===== config.mk =====
export PLATFORM = sky130hd
export DESIGN_NAME = apb_master
export DESIGN_NICKNAME = d
export VERILOG_FILES = /design/src/rtl/apb_pkg.sv /design/src/rtl/apb_slave_mux.sv /design/src/rtl/apb_master.sv
export SDC_FILE = /design/constraint.sdc
export NUM_CORES = 1
export LEC_CHECK = 0
export ABC_CLOCK_PERIOD_IN_PS = 1800
export CAP_MARGIN = 20
export CORE_MARGIN = 2
export CORE_UTILIZATION = 39
export DETAILED_ROUTE_END_ITERATION = 6
export PLACE_DENSITY = 0.79
export REMOVE_ABC_BUFFERS = 1
export SLEW_MARGIN = 25
export SYNTH_ARGS = -nofsm -noshare
export SYNTH_HDL_FRONTEND = slang
export SYNTH_HIERARCHICAL = 1
export SYNTH_SLANG_ARGS = --single-unit
export TNS_END_PERCENT = 1

===== constraint.sdc =====
create_clock -name PCLK -period 1.8 [get_ports PCLK]
set_input_delay 0.36 -clock PCLK [delete_from_list [all_inputs] [get_ports PCLK]]
set_output_delay 0.36 -clock PCLK [all_outputs]
set_load 0.05 [all_outputs]

===== src/rtl/apb_pkg.sv =====
// Shared constants for the APB requester: FSM state encoding and default bus geometry.
package apb_pkg;

  localparam logic [1:0] ST_IDLE   = 2'b00;
  localparam logic [1:0] ST_SETUP  = 2'b01;
  localparam logic [1:0] ST_ACCESS = 2'b10;

  localparam int APB_ADDR_W  = 8;
  localparam int APB_DATA_W  = 8;
  localparam int APB_SEL_BIT = 7;

endpackage


===== src/rtl/apb_slave_mux.sv =====
// Picks the ready and read data of whichever slave is currently addressed.
module apb_slave_mux
  import apb_pkg::*;
#(
  parameter int DATA_W = APB_DATA_W
) (
  input  logic              sel2,
  input  logic              pready1,
  input  logic              pready2,
  input  logic [DATA_W-1:0] prdata1,
  input  logic [DATA_W-1:0] prdata2,
  output logic              pready,
  output logic [DATA_W-1:0] prdata
);

  assign pready = sel2 ? pready2 : pready1;
  assign prdata = sel2 ? prdata2 : prdata1;

endmodule


===== src/rtl/apb_master.sv =====
// APB requester: converts valid/ready commands into SETUP/ACCESS transfers to two slaves.
// Optional macro APB_TIMEOUT_EN aborts transfers stuck in ACCESS for TIMEOUT cycles.
module apb_master
  import apb_pkg::*;
#(
  parameter int ADDR_W  = APB_ADDR_W,
  parameter int DATA_W  = APB_DATA_W,
  parameter int SEL_BIT = APB_SEL_BIT
`ifdef APB_TIMEOUT_EN
  ,
  parameter int TIMEOUT = 16
`endif
) (
  input  logic              PCLK,
  input  logic              PRESETn,
  input  logic              cmd_valid,
  output logic              cmd_ready,
  input  logic              cmd_write,
  input  logic [ADDR_W-1:0] cmd_addr,
  input  logic [DATA_W-1:0] cmd_wdata,
  output logic              rsp_valid,
  output logic [DATA_W-1:0] rsp_rdata,
  output logic              rsp_err,
  output logic              PSEL1,
  output logic              PSEL2,
  output logic              PENABLE,
  output logic              PWRITE,
  output logic [ADDR_W-1:0] PADDR,
  output logic [DATA_W-1:0] PWDATA,
  input  logic [DATA_W-1:0] PRDATA1,
  input  logic [DATA_W-1:0] PRDATA2,
  input  logic              PREADY1,
  input  logic              PREADY2
);

  logic [1:0]        state_q, state_d;
  logic              cmd_ready_q, cmd_ready_d;
  logic              psel1_q, psel1_d;
  logic              psel2_q, psel2_d;
  logic              penable_q, penable_d;
  logic              pwrite_q, pwrite_d;
  logic [ADDR_W-1:0] paddr_q, paddr_d;
  logic [DATA_W-1:0] pwdata_q, pwdata_d;
  logic              rsp_valid_q, rsp_valid_d;
  logic [DATA_W-1:0] rsp_rdata_q, rsp_rdata_d;

  logic              sel_ready;
  logic [DATA_W-1:0] sel_rdata;

`ifdef APB_TIMEOUT_EN
  localparam int CNT_W = (TIMEOUT > 1) ? $clog2(TIMEOUT) : 1;
  localparam logic [CNT_W-1:0] WAIT_LAST = CNT_W'(TIMEOUT - 1);

  logic [CNT_W-1:0] wait_cnt_q, wait_cnt_d;
  logic             rsp_err_q, rsp_err_d;
`endif

  // The latched address, not the live command, decides which slave is listened to.
  apb_slave_mux #(
    .DATA_W (DATA_W)
  ) u_mux (
    .sel2    (paddr_q[SEL_BIT]),
    .pready1 (PREADY1),
    .pready2 (PREADY2),
    .prdata1 (PRDATA1),
    .prdata2 (PRDATA2),
    .pready  (sel_ready),
    .prdata  (sel_rdata)
  );

  always_comb begin
    state_d     = state_q;
    cmd_ready_d = cmd_ready_q;
    psel1_d     = psel1_q;
    psel2_d     = psel2_q;
    penable_d   = penable_q;
    pwrite_d    = pwrite_q;
    paddr_d     = paddr_q;
    pwdata_d    = pwdata_q;
    rsp_valid_d = 1'b0;
    rsp_rdata_d = rsp_rdata_q;
`ifdef APB_TIMEOUT_EN
    wait_cnt_d  = wait_cnt_q;
    rsp_err_d   = 1'b0;
`endif

    case (state_q)
      ST_IDLE: begin
        cmd_ready_d = 1'b1;
        psel1_d     = 1'b0;
        psel2_d     = 1'b0;
        penable_d   = 1'b0;
        if (cmd_valid && cmd_ready_q) begin
          pwrite_d    = cmd_write;
          paddr_d     = cmd_addr;
          pwdata_d    = cmd_wdata;
          psel1_d     = ~cmd_addr[SEL_BIT];
          psel2_d     = cmd_addr[SEL_BIT];
          cmd_ready_d = 1'b0;
          state_d     = ST_SETUP;
        end
      end

      ST_SETUP: begin
        penable_d = 1'b1;
        state_d   = ST_ACCESS;
`ifdef APB_TIMEOUT_EN
        wait_cnt_d = '0;
`endif
      end

      ST_ACCESS: begin
        if (sel_ready) begin
          psel1_d     = 1'b0;
          psel2_d     = 1'b0;
          penable_d   = 1'b0;
          cmd_ready_d = 1'b1;
          rsp_valid_d = 1'b1;
          if (!pwrite_q) begin
            rsp_rdata_d = sel_rdata;
          end
          state_d = ST_IDLE;
        end
`ifdef APB_TIMEOUT_EN
        // Give up on a slave that never answers; read data is left untouched.
        else if (wait_cnt_q == WAIT_LAST) begin
          psel1_d     = 1'b0;
          psel2_d     = 1'b0;
          penable_d   = 1'b0;
          cmd_ready_d = 1'b1;
          rsp_valid_d = 1'b1;
          rsp_err_d   = 1'b1;
          state_d     = ST_IDLE;
        end else begin
          wait_cnt_d = wait_cnt_q + CNT_W'(1);
        end
`endif
      end

      default: begin
        psel1_d     = 1'b0;
        psel2_d     = 1'b0;
        penable_d   = 1'b0;
        cmd_ready_d = 1'b1;
        state_d     = ST_IDLE;
      end
    endcase
  end

  always_ff @(posedge PCLK) begin
    if (!PRESETn) begin
      state_q     <= ST_IDLE;
      cmd_ready_q <= 1'b1;
      psel1_q     <= 1'b0;
      psel2_q     <= 1'b0;
      penable_q   <= 1'b0;
      pwrite_q    <= 1'b0;
      paddr_q     <= '0;
      pwdata_q    <= '0;
      rsp_valid_q <= 1'b0;
      rsp_rdata_q <= '0;
`ifdef APB_TIMEOUT_EN
      wait_cnt_q  <= '0;
      rsp_err_q   <= 1'b0;
`endif
    end else begin
      state_q     <= state_d;
      cmd_ready_q <= cmd_ready_d;
      psel1_q     <= psel1_d;
      psel2_q     <= psel2_d;
      penable_q   <= penable_d;
      pwrite_q    <= pwrite_d;
      paddr_q     <= paddr_d;
      pwdata_q    <= pwdata_d;
      rsp_valid_q <= rsp_valid_d;
      rsp_rdata_q <= rsp_rdata_d;
`ifdef APB_TIMEOUT_EN
      wait_cnt_q  <= wait_cnt_d;
      rsp_err_q   <= rsp_err_d;
`endif
    end
  end

  assign cmd_ready = cmd_ready_q;
  assign PSEL1     = psel1_q;
  assign PSEL2     = psel2_q;
  assign PENABLE   = penable_q;
  assign PWRITE    = pwrite_q;
  assign PADDR     = paddr_q;
  assign PWDATA    = pwdata_q;
  assign rsp_valid = rsp_valid_q;
  assign rsp_rdata = rsp_rdata_q;
`ifdef APB_TIMEOUT_EN
  assign rsp_err   = rsp_err_q;
`else
  assign rsp_err   = 1'b0;
`endif

endmodule


======== Word level (Yosys, flattened, before mapping) ========
Index checks and enable logic that the tools add are counted.
storage, ports and cells
  output and inout bits ................... 31
  input port bits ......................... 38
  register bits ........................... 32
  word-level logic and storage cells ...... 39
operators by class
  muxes and demuxes ....................... 15
  bitwise operators ....................... 3
  reduce and logical (&&, ||, !) cells .... 7
  equal/unequal tests ..................... 4
operators by type and width
  kind                number
  $pmux 1 s3          3
  $mux 8              1
  $reduce_and 2->1    4
  $mux 1              7
  $pmux 2 s3          1
  $mux 2              2
  $ne 2x2->1 const B  2
  $not 1->1           3
  $reduce_and 3->1    1
  $eq 2x1->1 const B  1
  $eq 2x2->1 const B  1
  $logic_not 2->1     1
  $pmux 1 s2          1
  $logic_and 1x1->1   1

======== Longest topological paths before layout ========
  depth after elaboration ................. 3
  depth in mapped cells ................... 7
  depth with buffers taken out ............ 4

======== Modules after synthesis ========
Netlist, hierarchy kept.
by module, submodules not included
  module         seq. area each (µm²)  area an instance (µm²)  times used  cells each
  apb_master     640.6                 1216.2                  1           136
  apb_slave_mux  0.0                   146.4                   1           10

======== Worst setup path before layout ========
No wires, ideal clock.
  kind .................................... flip-flop to flip-flop
  from .................................... register paddr_q[7], in the netlist PADDR[7]
  to ...................................... register rsp_rdata_q[6], in the netlist rsp_rdata[6]
  arrival time ............................ 1.807 ns
  setup slack ............................. -0.082 ns
  stages on the path, launching flop included .. 8
  period minus slack after synthesis ...... 1.882 ns
  library setup time ...................... 0.074 ns
  cell sequence ........................... dfxtp_1 > buf_6 > mux2_4 > nand4bb_1 > clkbuf_1 > buf_4 > nand3_1 > o21ai_0
on the way
  cells in the longest elaborated chain, start to end .. 2
RTL lines
  item                        RTL line             RTL
  from (decl)                 apb_master.sv:42     logic [ADDR_W-1:0] paddr_q, paddr_d;
  from (signal assigned)      apb_master.sv:173    paddr_q <= paddr_d;
  $mux 1                      apb_slave_mux.sv:16  assign pready = sel2 ? pready2 : pready1;
  net sel_ready               apb_master.sv:47     logic sel_ready;
  $reduce_and 3->1 (no line)  --
  to (signal assigned)        apb_master.sv:176    rsp_rdata_q <= rsp_rdata_d;
  to (decl)                   apb_master.sv:45     logic [DATA_W-1:0] rsp_rdata_q, rsp_rdata_d;
The timed path passes the listed nets, and every way through them passes these cells.
A chain may end at the register's enable or synchronous reset.

======== Worst setup path in the final report ========
  from .................................... register paddr_q[7], in the netlist PADDR[7]
  to ...................................... output PADDR[7]
RTL lines
  item       RTL line          RTL
  to (decl)  apb_master.sv:28  output logic [ADDR_W-1:0] PADDR,
No word-level cell between the ends.

==> results.yml <==
cts:
  post_cts_buffers: 0
  ctsResizeCount: 0
  worstSkewPairLatency_ns: 0.32
  holdBufCountCts: 0
  numCtsBuffers: 5
  clk_pin_slew_ns: 0.09
  cts_root_buf: "clkbuf_4"
  htreeDepth: 2
  cts_tree: "yes"
  cts_max_path_buffers: 2
  clock-sinks: 32
detailed_routing:
  vias: 1256
  antenna_left: 0
  viasPerCell: 4.83
  dr.pass1.iters: 6
  wirelength_um: 3330
  drtIter0Drc: 51
  drc: 0
  wl_per_cell_um: 12.8
place:
  globalplace.congestion: 0.812
  dpl.hpwl_um: 2560
  place_area_um2: 2010
  dp.cells: 253
  io_buffers: 67
power_and_ir_drop:
  p_leak_uw: 0.000871
  power_density_nw_per_um2: 803
  total_power_uw: 1670
  ir_drop_mv: 0.319
setup_path:
  cp.required_ns: 1.44
  r2r-start: "PADDR[7]$_SDFFE_PN0P_"
  worstPathMaxFanout: 10
  reg2reg_depth: 4
  r2r_slack_ns: 0.36
  arrival_ns: 1.11
  r2r-end: "cmd_ready$_SDFFE_PN1P_"
  critPathLaunchType: "flop"
  crit_path_start: "PADDR[7]$_SDFFE_PN0P_"
  end_kind: "primary output"
  critPathKind: "reg2out"
  endpoint: "PADDR[7]"
layout:
  antenna_cells: 0
  drive_above_1_share: 0.262
  final_common_cell: "nand2_1"
  utilization: 0.623
  area_growth_pct: 52.5
  stdcell_area_um2: 2080
  stdcell_count: 260
  layout_common_cells: "nand2_1 (42), clkdlybuf4s50_1 (37), buf_4 (34)"
  finalNetCount: 252
floorplanning:
  die-height_um: 63.1
  fp.dieW_um: 63.1
  coreArea_um2: 3340
  start_util: 0.408
  placementRows: 21
  num_io_pins: 69
  die_area_um2: 3980
sta:
  grt_setup_unrepaired: "false"
  finalSetupViolations: 0
  finClkSkew_ns: 0.00847
  fin_crit_sh: 0.814
  hold_viol_final: 0
  whs_ns: 0.460
  drv_slew: 0
  fin_crit_ns: 1.47
  timing.fmax_mhz: 682
synthesis:
  synthArstFlopShare: 0
  synth_edf_count: 0
  yosysSeqAreaShare: 0.470
  synthFlopType: "dfxtp_1"
  syn_avg_cell_area_um2: 9.33
  ys_ff_latch: 32
  synth_warnings: 6
  synth_cell_types: 23
  syn_area_um2: 1360
  synth_cells: 146
global_route:
  antenna_found_initial: 0
  grt_pass1_wl_um: 5620
  grt.total_usage: 0.182
  grt_max_degree: 41
  grt_pass1_vias: 1239
  overflow: 0
job:
  cap_violations: 0
worst_hold_path:
  hold_class: "reg2reg"
outcome:
  status: "complete, no violations"
[final cells by class]
class | count | area, um2
Clock buffer | 7 | 65.1
Fill cell | 292 | 1260
Timing Repair Buffer | 73 | 666
Multi-Input combinational cell | 102 | 649
Sequential cell | 32 | 641
Tap cell | 46 | 57.6
[stage by stage]
step / TNS, ns / worst slack [ns]
CTS: 0 / 0.303
global placement: 0 / 0.0868
finish: 0 / 0.334
floorplan: -13.57 / -0.679
global route: 0 / 0.272
detailed placement: -0.00304 / -0.00304
[how the worst min path moves through the flow]
stage,start,end,slack [ns],cells after the start
2_1_floorplan,PRESETn,state_q[1]$_SDFFE_PN0P_,0.48,1
3_3_place_gp,PADDR[5]$_SDFFE_PN0P_,PADDR[5]$_SDFFE_PN0P_,0.44,2
3_5_place_dp,PADDR[6]$_SDFFE_PN0P_,PADDR[6]$_SDFFE_PN0P_,0.45,2
4_1_cts,PADDR[6]$_SDFFE_PN0P_,PADDR[6]$_SDFFE_PN0P_,0.46,2
5_1_grt,PADDR[5]$_SDFFE_PN0P_,PADDR[5]$_SDFFE_PN0P_,0.49,2
6_report,PADDR[6]$_SDFFE_PN0P_,PADDR[6]$_SDFFE_PN0P_,0.46,2
[cell families (layout without fill, tap and decap cells)]
logic type / Yosys count / after routing / synth area share
AOI/OAI and AO/OA: 33 / 33 / 0.166
buffers and inverters: 12 / 80 / 0.0579
DFF: 32 / 32 / 0.470
muxes: 9 / 9 / 0.0992
other: 1 / 1 / 0.00275
and+or+nand+nor: 59 / 59 / 0.204
[registers in the layout (all words and copies together) (netlist names)]
| name | flops |
|---|---|
| PADDR | 8 |
| PENABLE | 1 |
| PSEL1 | 1 |
| PSEL2 | 1 |
| PWDATA | 8 |
| PWRITE | 1 |
| cmd_ready | 1 |
| rsp_rdata | 8 |
| rsp_valid | 1 |
| state_q | 2 |
[worst max-delay path: stages (launching register included)]
cell and delay (ns):
dfxtp_1 0.38, buf_4 0.25, buf_12 0.16
[power by group]
part / switching, uW / internal [uW]
Combinational: 247 / 204
Sequential: 26.7 / 748
Clock: 221 / 221
[Yosys cell counts, types with 2 or more instances]
master     instances  area share
nand2_1           42        0.12
dfxtp_1           32        0.47
buf_6              2       0.017
a21boi_0           9       0.050
o21ai_0           10       0.037
buf_4              5       0.028
a21boi_1           9       0.050
nor2b_1            2      0.0092
mux2_4             9       0.099
nand4bb_1          2       0.017
nand3_1            8       0.029
clkbuf_1           5       0.014
[metal layers]
layer | GRT usage | up-vias | wire length, um
met5 | 0 | - | 0
met4 | 0.0667 | 0 | 75
met3 | 0.0839 | 10 | 331
met2 | 0.319 | 62 | 1650
met1 | 0.190 | 563 | 1280
li1 | - | 621 | -
(Power assumes the default switching activity.)
